==> src/rtl/arc4_pkg.sv <==
// Shared types and constants for the ARC4 datapath stages (fill, ksa, prga).
// No ports: imported with "import arc4_pkg::*".
package arc4_pkg;

    // Key-scheduling controller states.
    typedef enum logic [2:0] {
        IDLE,
        RD_I,
        LD_I,
        RD_J,
        LD_J,
        WR_I,
        WR_J
    } ksa_state_t;

    // Number of entries in the ARC4 state array s_mem.
    localparam int S_LEN = 256;

    // Default ARC4 key width in bits (three key bytes).
    localparam int ARC4_KEY_W = 24;

endpackage

==> src/rtl/arc4_key_sel.sv <==
// Combinational key-byte selector shared by the ksa and prga stages.
// Byte 0 is the most significant byte of the key vector.
// Ports:
//   key   : in  [8*KEY_BYTES-1:0] key vector
//   idx   : in  [IDX_W-1:0]       byte index, 0..KEY_BYTES-1
//   kbyte : out [7:0]             selected key byte (0 for an out-of-range index)
module arc4_key_sel #(
    parameter int KEY_BYTES = 3,
    parameter int IDX_W     = (KEY_BYTES > 1) ? $clog2(KEY_BYTES) : 1
) (
    input  logic [8*KEY_BYTES-1:0] key,
    input  logic [IDX_W-1:0]       idx,
    output logic [7:0]             kbyte
);

    always_comb begin
        kbyte = 8'h00;
        for (int b = 0; b < KEY_BYTES; b++) begin
            if (idx == IDX_W'(b)) begin
                kbyte = key[8*(KEY_BYTES-1-b) +: 8];
            end
        end
    end

endmodule

==> src/rtl/ksa.sv <==
// ARC4 key-scheduling stage. Assumes s_mem already holds the identity
// permutation and performs, for i = 0..255:
//   j = j + s[i] + key[i mod KEY_BYTES]; swap(s[i], s[j])
// over a single-port synchronous memory (read data valid one cycle after the
// address is presented).
// Ports:
//   clk    : in  clock
//   rst_n  : in  synchronous active-low reset
//   en     : in  start request, sampled only while rdy=1
//   rdy    : out idle and ready to accept en
//   key    : in  [8*KEY_BYTES-1:0] key, latched on acceptance
//   addr   : out [7:0] s_mem address
//   rddata : in  [7:0] s_mem read data
//   wrdata : out [7:0] s_mem write data
//   wren   : out s_mem write enable
//
// state | meaning
// ------+-----------------------------------------------------------
// IDLE  | waiting for en; no memory access
// RD_I  | present addr=i for read
// LD_I  | capture si, accumulate j with s[i] and the current key byte
// RD_J  | present addr=j for read
// LD_J  | capture sj
// WR_I  | write sj to s[i]
// WR_J  | write si to s[j]; finish after i==255, else advance i
module ksa
    import arc4_pkg::*;
#(
    parameter int KEY_BYTES = ARC4_KEY_W / 8
) (
    input  logic                   clk,
    input  logic                   rst_n,
    input  logic                   en,
    output logic                   rdy,
    input  logic [8*KEY_BYTES-1:0] key,
    output logic [7:0]             addr,
    input  logic [7:0]             rddata,
    output logic [7:0]             wrdata,
    output logic                   wren
);

    localparam int KIW = (KEY_BYTES > 1) ? $clog2(KEY_BYTES) : 1;

    ksa_state_t             state, state_nx;
    logic [7:0]             i, j, si, sj;
    logic [KIW-1:0]         ki;
    logic [8*KEY_BYTES-1:0] key_q;
    logic [7:0]             kb;

    wire start    = (state == IDLE) && en;
    wire last_i   = (i == 8'(S_LEN - 1));
    wire ki_last  = (ki == KIW'(KEY_BYTES - 1));

    arc4_key_sel #(
        .KEY_BYTES (KEY_BYTES),
        .IDX_W     (KIW)
    ) u_key_sel (
        .key   (key_q),
        .idx   (ki),
        .kbyte (kb)
    );

    always_ff @(posedge clk) begin
        if (!rst_n) begin
            state <= IDLE;
        end else begin
            state <= state_nx;
        end
    end

    always_comb begin
        state_nx = state;
        case (state)
            IDLE:    if (en) state_nx = RD_I;
            RD_I:    state_nx = LD_I;
            LD_I:    state_nx = RD_J;
            RD_J:    state_nx = LD_J;
            LD_J:    state_nx = WR_I;
            WR_I:    state_nx = WR_J;
            WR_J:    state_nx = last_i ? IDLE : RD_I;
            default: state_nx = IDLE;
        endcase
    end

    always_ff @(posedge clk) begin
        if (!rst_n) begin
            i     <= '0;
            j     <= '0;
            si    <= '0;
            sj    <= '0;
            ki    <= '0;
            key_q <= '0;
        end else begin
            if (start) begin
                i     <= '0;
                j     <= '0;
                ki    <= '0;
                key_q <= key;
            end
            if (state == LD_I) begin
                si <= rddata;
                j  <= j + rddata + kb;
            end
            if (state == LD_J) begin
                sj <= rddata;
            end
            // The i==255 case leaves i wrapping to 0, which is harmless
            // because the next run clears it again on acceptance.
            if (state == WR_J) begin
                i  <= i + 8'd1;
                ki <= ki_last ? '0 : ki + 1'b1;
            end
        end
    end

    // Memory interface decoded from registered state only.
    always_comb begin
        addr   = 8'h00;
        wrdata = 8'h00;
        wren   = 1'b0;
        case (state)
            RD_I: addr = i;
            RD_J: addr = j;
            WR_I: begin
                addr   = i;
                wrdata = sj;
                wren   = 1'b1;
            end
            WR_J: begin
                addr   = j;
                wrdata = si;
                wren   = 1'b1;
            end
            default: ;
        endcase
    end

    assign rdy = (state == IDLE);

endmodule

==> config.mk <==
export PLATFORM = sky130hd
export DESIGN_NAME = ksa
export DESIGN_NICKNAME = d
export VERILOG_FILES = /design/src/rtl/arc4_pkg.sv /design/src/rtl/arc4_key_sel.sv /design/src/rtl/ksa.sv
export SDC_FILE = /design/constraint.sdc
export NUM_CORES = 1
export LEC_CHECK = 0
export CELL_PAD_IN_SITES_DETAIL_PLACEMENT = 1
export CELL_PAD_IN_SITES_GLOBAL_PLACEMENT = 1
export CORE_ASPECT_RATIO = 0.6
export CORE_MARGIN = 1
export CORE_UTILIZATION = 51
export DETAILED_ROUTE_END_ITERATION = 6
export DONT_BUFFER_PORTS = 1
export PLACE_DENSITY = 0.87
export SYNTH_ARGS = -nofsm -noshare
export SYNTH_HDL_FRONTEND = slang
export SYNTH_SLANG_ARGS = --single-unit
==> constraint.sdc <==
create_clock -name clk -period 8.58 [get_ports clk]
set_input_delay 1.716 -clock clk [delete_from_list [all_inputs] [get_ports clk]]
set_output_delay 1.716 -clock clk [all_outputs]
set_load 0.05 [all_outputs]
==> results of run 1 <==
## metrics by stage
stage	cell area, µm²	hold slack [ns]	setup slack [ns]	power, µW
after global placement	3230	0.449	4.85	419
after CTS	3410	0.467	4.39	659
after global routing	3410	0.488	4.25	688
final	3410	0.462	4.38	654
after detailed placement	3230	0.458	4.78	428
after floorplan	3250	0.438	5.11	408
## worst max-delay path: cells and delay by family, from the launching register on
| family | cells | cell delay, ns |
|---|---|---|
| AND/OR/NAND/NOR | 2 | 1.40 |
| AO/OA/AOI/OAI | 1 | 0.19 |
| flip-flops | 1 | 0.54 |
## worst max path at each step
stage	from	to	slack (ns)	cells after the start
4_1_cts	state[1]	wrdata[4]	4.39	3
5_1_grt	state[1]	wrdata[4]	4.25	3
3_3_place_gp	state[0]	wrdata[0]	4.85	4
6_report	state[1]	wrdata[4]	4.38	3
3_5_place_dp	state[0]	wrdata[4]	4.78	4
2_1_floorplan	rddata[1]	j[7]	5.11	9
## registers in the layout, indices dropped and copies added (netlist names)
signal	flops
sj	8
j	8
ki	2
si	8
state	3
i	8
key_q	24
## metal layers
metal	GRT usage, %	part of all wire [%]
met3	10.9	5.8
met5	0	0
met4	7.75	1.5
met2	40.3	44
met1	33.0	49
## area by class of cell
cell class,instances,area (µm²)
clock buffers,12,155
clock inverters,4,22.5
fillers,724,2730
inverters,7,26.3
multi-input cells,282,1860
flip-flops and latches,61,1220
well taps,84,105
repair buffers,3,22.5
## power groups by stage
stage	combinational [µW]	sequential, µW	clock (µW)
final	108	314	232
after global routing	120	316	251
after CTS	109	314	237
after detailed placement	107	320	0
after global placement	99.9	319	0
after floorplan	95.4	313	0
## cell families (layout without fill, tap and decap cells)
family	count (synthesis)	after routing	synth area share [%]
and+or+nand+nor	153	153	22.6
AOI/OAI and AO/OA	89	89	19.3
DFF	61	61	37.5
buffers and inverters	37	26	5.54
muxes	18	18	5.54
adders and majority gates	15	15	7.61
xor gates and xnor gates	7	7	1.88
## cells in the final DEF (no fill, tap or decap), types with 2 or more instances in the layout
cell type  count
a22o_1         8
xnor2_1        4
mux2i_1       18
clkinv_2       3
nand2_1       80
ha_1           7
nor3b_1        2
nor2_1        10
xor2_1         3
or3_1          2
nor2b_1       26
fa_1           8
o21a_1         3
nand4_1        3
dfxtp_1       61
o21ai_0       14
buf_4          3
and3_1         3
a22oi_1        9
nand3_1       12
inv_1          7
and2_1         6
a21oi_1        7
clkbuf_8      11
a31oi_1        3
a21boi_0      37
==> metrics.md, run 1 <==
| Metric | Value |
|---|---|
| Status | finished, final reports clean |
| Hold depth | 2 |
| CP arrival | 2.48 ns |
| Cts bufs inserted | 9 |
| Hold endpoint | key_q[18] |
| Final non-filler cell total | ~450 |
| Reg2reg start | ki[0] |
| Share of cells above drive strength 1 | slightly below 7% |
| Detail Placement HPWL | 5820 µm |
| Synth cell types | 45 |
| Die Area | roughly 6700 µm² |
| DRC viols | 0 |
| Clock Power Share | 35.5% |
| CTS root buf | clkbuf_8 |
| CP Class | reg -> out |
| Internal | around 460 µW |
| Seq/Total Area, Yosys | between 30 and 40% |
| Initial Util | around 53% |
| Post-synth top area cell | dfxtp_1 |
| CP max FO | 14 |
| N_diodes | 0 |
| Final setup vio count | 0 |
| Worst path cell trace | nor2b_2, a22oi_1, nor2b_1 |
| Worst-Skew Late Latency | approximately 0.35 ns |
| R2R depth | 12 |
| Final period util | around half |
| TritonCTS clock tree | built |
| Synth top area cells | dfxtp_1, nand2_1, a21boi_0, mux2i_1, nor2b_1 |
| Clock buffer depth | 2 |
| Leading cell type by number of instances after synthesis | nand2_1 |
| Initial DRT Pass Iterations | 4 |
| Max Cap Viol | 0 |
| RSZ-0062 raised after global routing | false |
| Reg2reg setup slack | about 5.3 ns |
| Die height | 63.9 µm |
| Slew Viols, Final | 0 |
| Gr usage total | between 20% and 30% |
| H-tree levels | 3 |
| Post-synth top flop | dfxtp_1 |
| Setup TNS | 0 ns |
| Sequential Power Share | 48.1% |
| Clock Sinks | just over 60 |
| Syn_nets | between 400 and 500 |
| CP startpoint kind | flop |
| Via Count | about 2.6k |
| Worst rel slew slack | approximately 33% |
| CTS resizes | 0 |
| Power Density | 192 nW/µm² |
| Final core occ | between 50% and 60% |
| Crit end category | output port |
| Synth Cell Area | ~3300 µm² |
| EDFF count, synth | 0 |
| Reg2reg end | j[7] |
| Area grow syn2layout | 4.81% |
| # hold bufs at CTS | 0 |
| Logic pwr share | around 17% |
| Post-Syn Area per Cell | approximately 8.6 µm² |
| Fin nets | 414 |
| CP Data Required Time | between 6 and 7 ns |
| Synth Register Bits | 61 |
| First-pass GRT wire length | 13,200 µm |
| Syn. warnings | 0 |
| Sw frac | roughly 30% |
| CTS clk-pin slew, worst paths | 0.07 ns |
| VDD IR max | roughly 120 µV |
| Hold Fails Final Rpt | 0 |
| Die Wd | between 100 and 150 µm |
| Area of the core | approximately 6100 µm² |
| Cell Rows | 22 |
| Total grt overflow | 0 |
| Port buffer count | 0 |
| Synth top area share | between 30% and 40% |
| Clock skew | between 0.01 and 0.015 ns |
| Vias in the first global route | 2,730 |
| Crit-path slowest cell | nor2b_1 |
| Wire length per cell | between 15 and 20 µm |
| IO Count | 53 |
| Antenna viol nets, final | 0 |
| Initial DRC Count | ~140 |
| Inst Count DP | 437 |
| Post-CTS setup buffer count | 0 |
| Period minus WS final | roughly 4.2 ns |
| Fmax | approximately 0.24 GHz |
| WL final | between 8000 and 9000 µm |
| Gpl congestion | 0.812 |
| Leakage | between 0.001 and 0.0015 µW |
| Min-Delay Path Class | reg -> reg |
| Initial antenna violation count | 0 |
| Syn Inst Count | 380 |
| Net Switching | roughly 190 µW |
| Vias per inst | roughly 5.7 |
| Synth cell count leaders | nand2_1, dfxtp_1, a21boi_0 |
| Hold Path Origin | key_q[18] |
| Slew at the pin closest to its max-slew limit | 1.01 ns |
| Pin count of the biggest net entering global routing | 64 |
| CP max stage delay | slightly below 0.8 ns |
| Post-synth ARST share | 0% |
Note: power is estimated with default switching activity, not from simulation.
==> inputs of run 2 (changes only) <==
CORE_UTILIZATION = 43   (was 51)
PLACE_DENSITY = 0.79   (was 0.87)
clock period = 3.6 ns   (was 8.58 ns; I/O delays follow)
==> metrics.md, run 2 (synthesis gave the netlist of run 1 again) <==
| Metric | Value |
|---|---|
| Clock buffer depth | 2 (unchanged) |
| Clock Sinks | 61 (unchanged) |
| DRC viols | 0 (unchanged) |
| Met3 WL | 448 µm (-5.3%) |
| RSZ-0062 raised after global routing | false |
| Post-CTS setup buffer count | 0 (unchanged) |
| Initial antenna violation count | 0 (unchanged) |
| Slew at the pin closest to its max-slew limit | 0.951 ns (-0.0562 ns) |
| Hold Path Origin | key_q[0] |
| Slew Viols, Final | 0 (unchanged) |
| CP Class | reg -> reg |
| WL met2 | 3490 µm (-0.88%) |
| Largest Register | key_q |
| Leakage | 0.00128 µW (+7.7%) |
| Initial Util | 44.6% (-8.4 points) |
| Cell Rows | 24 (+9.1%) |
| CTS resizes | 0 (unchanged) |
| H-tree levels | 3 (unchanged) |
| VDD IR max | 262 µV (+120%) |
| Total grt overflow | 0 (unchanged) |
| CP startpoint kind | flop |
| Clock skew | 0.00340 ns (-0.00804 ns) |
| Die height | 69.4 µm (+8.6%) |
| Vias per inst | 5.52 (-3.4%) |
| Fmax | 0.312 GHz |
| Area grow syn2layout | 10.3% |
| Status | finished, final reports clean |
| Max reg flops | 24 (unchanged) |
| Reg2reg start | ki[0] |
| M1 WL | 4460 µm (+12%) |
| Via Count | 2,659 (+2.8%) |
| Detail Placement HPWL | 6170 µm (+6.1%) |
| Period minus WS final | approximately 3.2 ns |
| Setup crit start | ki[0] |
| Pin count of the biggest net entering global routing | 64 (unchanged) |
| Vias in the first global route | 2,684 (-1.7%) |
| Crit end category | flop |
| Initial DRC Count | 164 (+20%) |
| Antenna viol nets, final | 0 (unchanged) |
| Most frequent cells in the layout | nand2_1, dfxtp_1, a21boi_0 |
| First-pass GRT wire length | 14,200 µm (+7.1%) |
| Fin nets | 425 (+2.7%) |
| Worst-Skew Late Latency | 0.33 ns (-0.02 ns) |
| CP arrival | 3.48 ns (+1.00 ns) |
| TritonCTS clock tree | built |
| Hold Fails Final Rpt | 0 (unchanged) |
| Die Area | 7930 µm² (+18%) |
| Worst rel slew slack | 36.6% (+3.7 points) |
| Port buffer count | 0 (unchanged) |
| Final setup vio count | 0 (unchanged) |
| Cts bufs inserted | 9 (unchanged) |
| Max Cap Viol | 0 (unchanged) |
| CP max FO | 12 (-2) |
| # hold bufs at CTS | 0 (unchanged) |
| Setup TNS | 0 ns (unchanged) |
| N_diodes | 0 (unchanged) |
| Uppermost routed layer | met4 |
| CTS root buf | clkbuf_16 |
| Wire length per cell | 17.7 µm (-1.1%) |
| Most common cell after layout, fill and taps aside | nand2_1 |
| CP Data Required Time | 3.87 ns (-2.99 ns) |
| WL final | 8510 µm (+5.3%) |
| Initial DRT Pass Iterations | 4 (unchanged) |
| Final period util | 89.1% |
| Share of cells above drive strength 1 | 8.73% (+2.0 points) |
| PnR Total Power | 1750 µW (+170%) |
| CTS clk-pin slew, worst paths | 0.05 ns (-0.02 ns) |
| Gr usage total | 23.7% (-2.3 points) |
| Gpl congestion | 0.791 (-2.5%) |
| Power Density | 489 nW/µm² (+150%) |
| Area of the core | 7300 µm² (+19%) |
| IO Count | 53 (unchanged) |
| Min-Delay Path Class | reg -> reg |
| Die Wd | 114 µm (+8.7%) |
## run 2: power breakdown
group	switching, µW	internal (µW)	leakage (µW)
clock network	286	453	0.000125
logic	159	103	0.000660
registers	36.6	716	0.000496
## run 2: routing by layer
| layer | vias to the layer above | global-route usage, % |
|---|---|---|
| met5 | - | 0 |
| met4 | 0 | 8.08 |
| met3 | 12 | 7.26 |
| met2 | 59 | 33.7 |
| met1 | 1308 | 33.7 |
| li1 | 1280 | - |
## run 2: worst paths after layout
path / to / depth (start not counted) / slack (ns)
setup / recovery: j[7] / 12 / 0.39
hold / removal: key_q[0] / 2 / 0.47
setup reg to reg: j[7] / 12 / 0.39
hold reg to reg: key_q[0] / 2 / 0.47
## run 2: layout make-up
class / count / area [µm²]
clock buffer: 11 / 233
tap: 104 / 130
sequential: 61 / 1220
fill: 878 / 3710
clock inverter: 3 / 15.0
multi-input combinational: 282 / 1860
inverter: 7 / 26.3
timing repair buffer: 14 / 105
## run 2: critical path, cell delays in order, from the launching register on
cell and delay (ns):
dfxtp_1 0.52, nor2b_1 0.52, nand2_1 0.11, o21ai_0 0.12, fa_1 0.45, ha_1 0.23, inv_1 0.07, fa_1 0.20
nor2b_1 0.07, o31ai_1 0.31, a21oi_1 0.13, or3_1 0.33, nand3_1 0.07
## run 2: through the flow
stage	instance area (µm²)	hold WS [ns]	utilization, %	worst slack [ns]	instances
after floorplan	3250	0.438	-	0.826	380
after global placement	3340	0.454	45.8	0.704	468
after detailed placement	3340	0.462	45.8	0.400	468
after CTS	3590	0.470	49.2	0.390	482
after global routing	3590	0.494	49.2	0.112	482
final	3590	0.470	49.2	0.393	482
==> inputs of run 3 (changes only) <==
CORE_MARGIN = unset   (was 1)
PLACE_DENSITY = 0.78   (was 0.79)
SKIP_CTS_REPAIR_TIMING = 1   (was unset)
SYNTH_HIERARCHICAL = 1   (was unset)
==> metrics.md, run 3 <==
| Metric | Value |
|---|---|
| Status | finished, final reports clean |
| N_diodes | 0 (unchanged) |
| Worst-Skew Late Latency | 0.33 ns (about the same) |
| Slew at the pin closest to its max-slew limit | 0.860 ns (-0.0912 ns) |
| Worst path cell trace | xor2_1, and2_1, a22o_1 |
| CTS clk-pin slew, worst paths | 0.05 ns (about the same) |
| VDD IR max | 283 µV (+8.1%) |
| Buf/Inv on CP | 0 (-1) |
| Most frequent cells in the layout | nand2_1, dfxtp_1, a21boi_1 |
| Post-synth top area cell | dfxtp_1 |
| CP Class | reg -> out |
| Gr usage total | 22.3% (-1.3 points) |
| Vias in the first global route | 2,560 (-4.6%) |
| CP arrival | 2.21 ns (-1.27 ns) |
| Crit-path slowest cell | dfxtp_1 |
| Area grow syn2layout | 11.1% |
| Initial antenna violation count | 0 (unchanged) |
| TritonCTS clock tree | built |
| CP startpoint kind | flop |
| Syn. warnings | 6 (+6) |
| Syn_nets | 419 (-2.6%) |
| Slew Viols, Final | 0 (unchanged) |
| Synth top area cells | dfxtp_1, nand2_1, a21boi_1, mux2i_1, fa_1 |
| Die Area | 7910 µm² (-0.26%) |
| EDFF count, synth | 0 (unchanged) |
| Cts bufs inserted | 9 (unchanged) |
| Final instance area | 3600 µm² (+0.45%) |
| RSZ-0062 raised after global routing | false |
| Share of cells above drive strength 1 | 8.13% (-0.60 points) |
| Die height | 69.3 µm (-0.13%) |
| Clock buffer depth | 2 (unchanged) |
| Worst rel slew slack | 42.7% (+6.1 points) |
| Antenna viol nets, final | 0 (unchanged) |
| Leakage | 0.00130 µW (+1.5%) |
| Largest Register | key_q |
| Synth top area share | 37.6% (+0.10 points) |
| Die Wd | 114 µm (-0.13%) |
| Post-Syn Area per Cell | 8.80 µm² (+2.7%) |
| Post-synth ARST share | 0% (unchanged) |
| Initial DRC Count | 137 (-16%) |
| Pin count of the biggest net entering global routing | 62 (-3.1%) |
| WL final | 8180 µm (-3.9%) |
| Wire length per cell | 17.3 µm (-2.1%) |
| Max Cap Viol | 0 (unchanged) |
| Port buffer count | 0 (unchanged) |
| Synth Cell Area | 3250 µm² (-0.27%) |
| Min-Delay Path Class | reg -> reg |
| Area after DPL | 3330 µm² (-0.45%) |
| Area of the core | 7300 µm² (unchanged) |
| IO Count | 53 (unchanged) |
| Synth Register Bits | 61 (unchanged) |
| Clock Sinks | 61 (unchanged) |
| Power Density | 505 nW/µm² (+3.4%) |
| Initial Util | 44.5% (-0.12 points) |
| Setup TNS | 0 ns (unchanged) |
| Max reg flops | 24 (unchanged) |
| Total grt overflow | 0 (unchanged) |
| Vias per inst | 5.43 (-1.5%) |
| CP Data Required Time | 2.88 ns (-0.99 ns) |
| Final period util | 81.5% (-7.6 points) |
| Crit end category | output port |
| CP max stage delay | 0.83 ns (+0.31 ns) |
| Syn Inst Count | 369 (-2.9%) |
| Fmax | 0.341 GHz (+9.3%) |
| Leading cell type by number of instances after synthesis | nand2_1 |
| Post-synth top flop | dfxtp_1 |
| Fin nets | 415 (-2.4%) |
| Initial DRT Pass Iterations | 4 (unchanged) |
| CTS root buf | clkbuf_16 |
| Via Count | 2,570 (-3.3%) |
| Cell Rows | 24 (unchanged) |
| Final setup vio count | 0 (unchanged) |
| DRC viols | 0 (unchanged) |
| Detail Placement HPWL | 5880 µm (-4.7%) |
| H-tree levels | 3 (unchanged) |
| Seq/Total Area, Yosys | 37.6% (+0.10 points) |
| First-pass GRT wire length | 13,400 µm (-5.7%) |
| Gpl congestion | 0.879 (+11%) |
| Clock skew | 0.00477 ns (+0.00138 ns) |
| CP max FO | 22 (+10) |
| Most common cell after layout, fill and taps aside | nand2_1 |
| Synth cell types | 42 (-6.7%) |
| Synth cell count leaders | nand2_1, dfxtp_1, a21boi_1 |
| Crit path max-delay family | flip-flops |
| Period minus WS final | 2.93 ns (-0.274 ns) |
| Hold Fails Final Rpt | 0 (unchanged) |
==> run 3: layer usage <==
layer	global-route usage (%)	vias up	routed length [µm]
met5	0	-	0
met2	32.0	50	3460
met4	6.64	0	59
met3	7.26	6	528
li1	-	1265	-
met1	31.8	1249	4130
==> run 3: worst paths after layout <==
kind	startpoint	to	slack (ns)	cells after the start
max	state[2]	addr[0]	0.67	3
min	si[1]	si[1]	0.45	2
max reg2reg	ki[0]	j[7]	0.79	12
min reg2reg	si[1]	si[1]	0.45	2
==> run 3: logic make-up (layout without fill, tap and decap cells) <==
group	after synthesis	count (layout)	share of synthesized area, %
and+or+nand+nor	145	145	21.7
AOI/OAI and AO/OA	90	90	20.0
DFF	61	61	37.6
buffers and inverters	31	31	5.05
muxes	18	18	5.55
adders and majority gates	15	15	7.63
xor gates and xnor gates	9	9	2.43
==> run 3: layout make-up <==
| class | count | area (µm²) |
|---|---|---|
| inverter | 3 | 11.3 |
| multi-input combinational | 277 | 1870 |
| tap | 104 | 130 |
| sequential | 61 | 1220 |
| fill | 874 | 3690 |
| timing repair buffer | 13 | 97.6 |
| clock buffer | 14 | 274 |
| clock inverter | 1 | 5.00 |
==> run 3: through the flow <==
step | hold WS (ns) | worst slack, ns | power [µW] | instances | utilization, %
3_5_place_dp | 0.449 | 0.774 | 1030 | 458 | 45.6
5_1_grt | 0.470 | 0.518 | 1910 | 473 | 49.4
6_report | 0.454 | 0.666 | 1820 | 473 | 49.4
3_3_place_gp | 0.446 | 0.884 | 1020 | 458 | 45.6
2_1_floorplan | 0.434 | 1.02 | 973 | 369 | -
4_1_cts | 0.457 | 0.655 | 1840 | 473 | 49.4
==> run 3: worst register-to-register path: stages (launching register included) <==
cell and delay [ns]:
dfxtp_1 0.38, buf_4 0.24, mux2i_1 0.20, o2bb2ai_1 0.10
fa_1 0.50, ha_1 0.17, inv_1 0.06, fa_1 0.40
nor2b_1 0.13, o21ai_0 0.10, o21ai_0 0.22, xnor2_1 0.15
o21ai_1 0.07
==> run 3: where the power goes <==
group	switching, µW	internal, µW
Sequential	39.8	715
Clock	290	517
Combinational	154	106
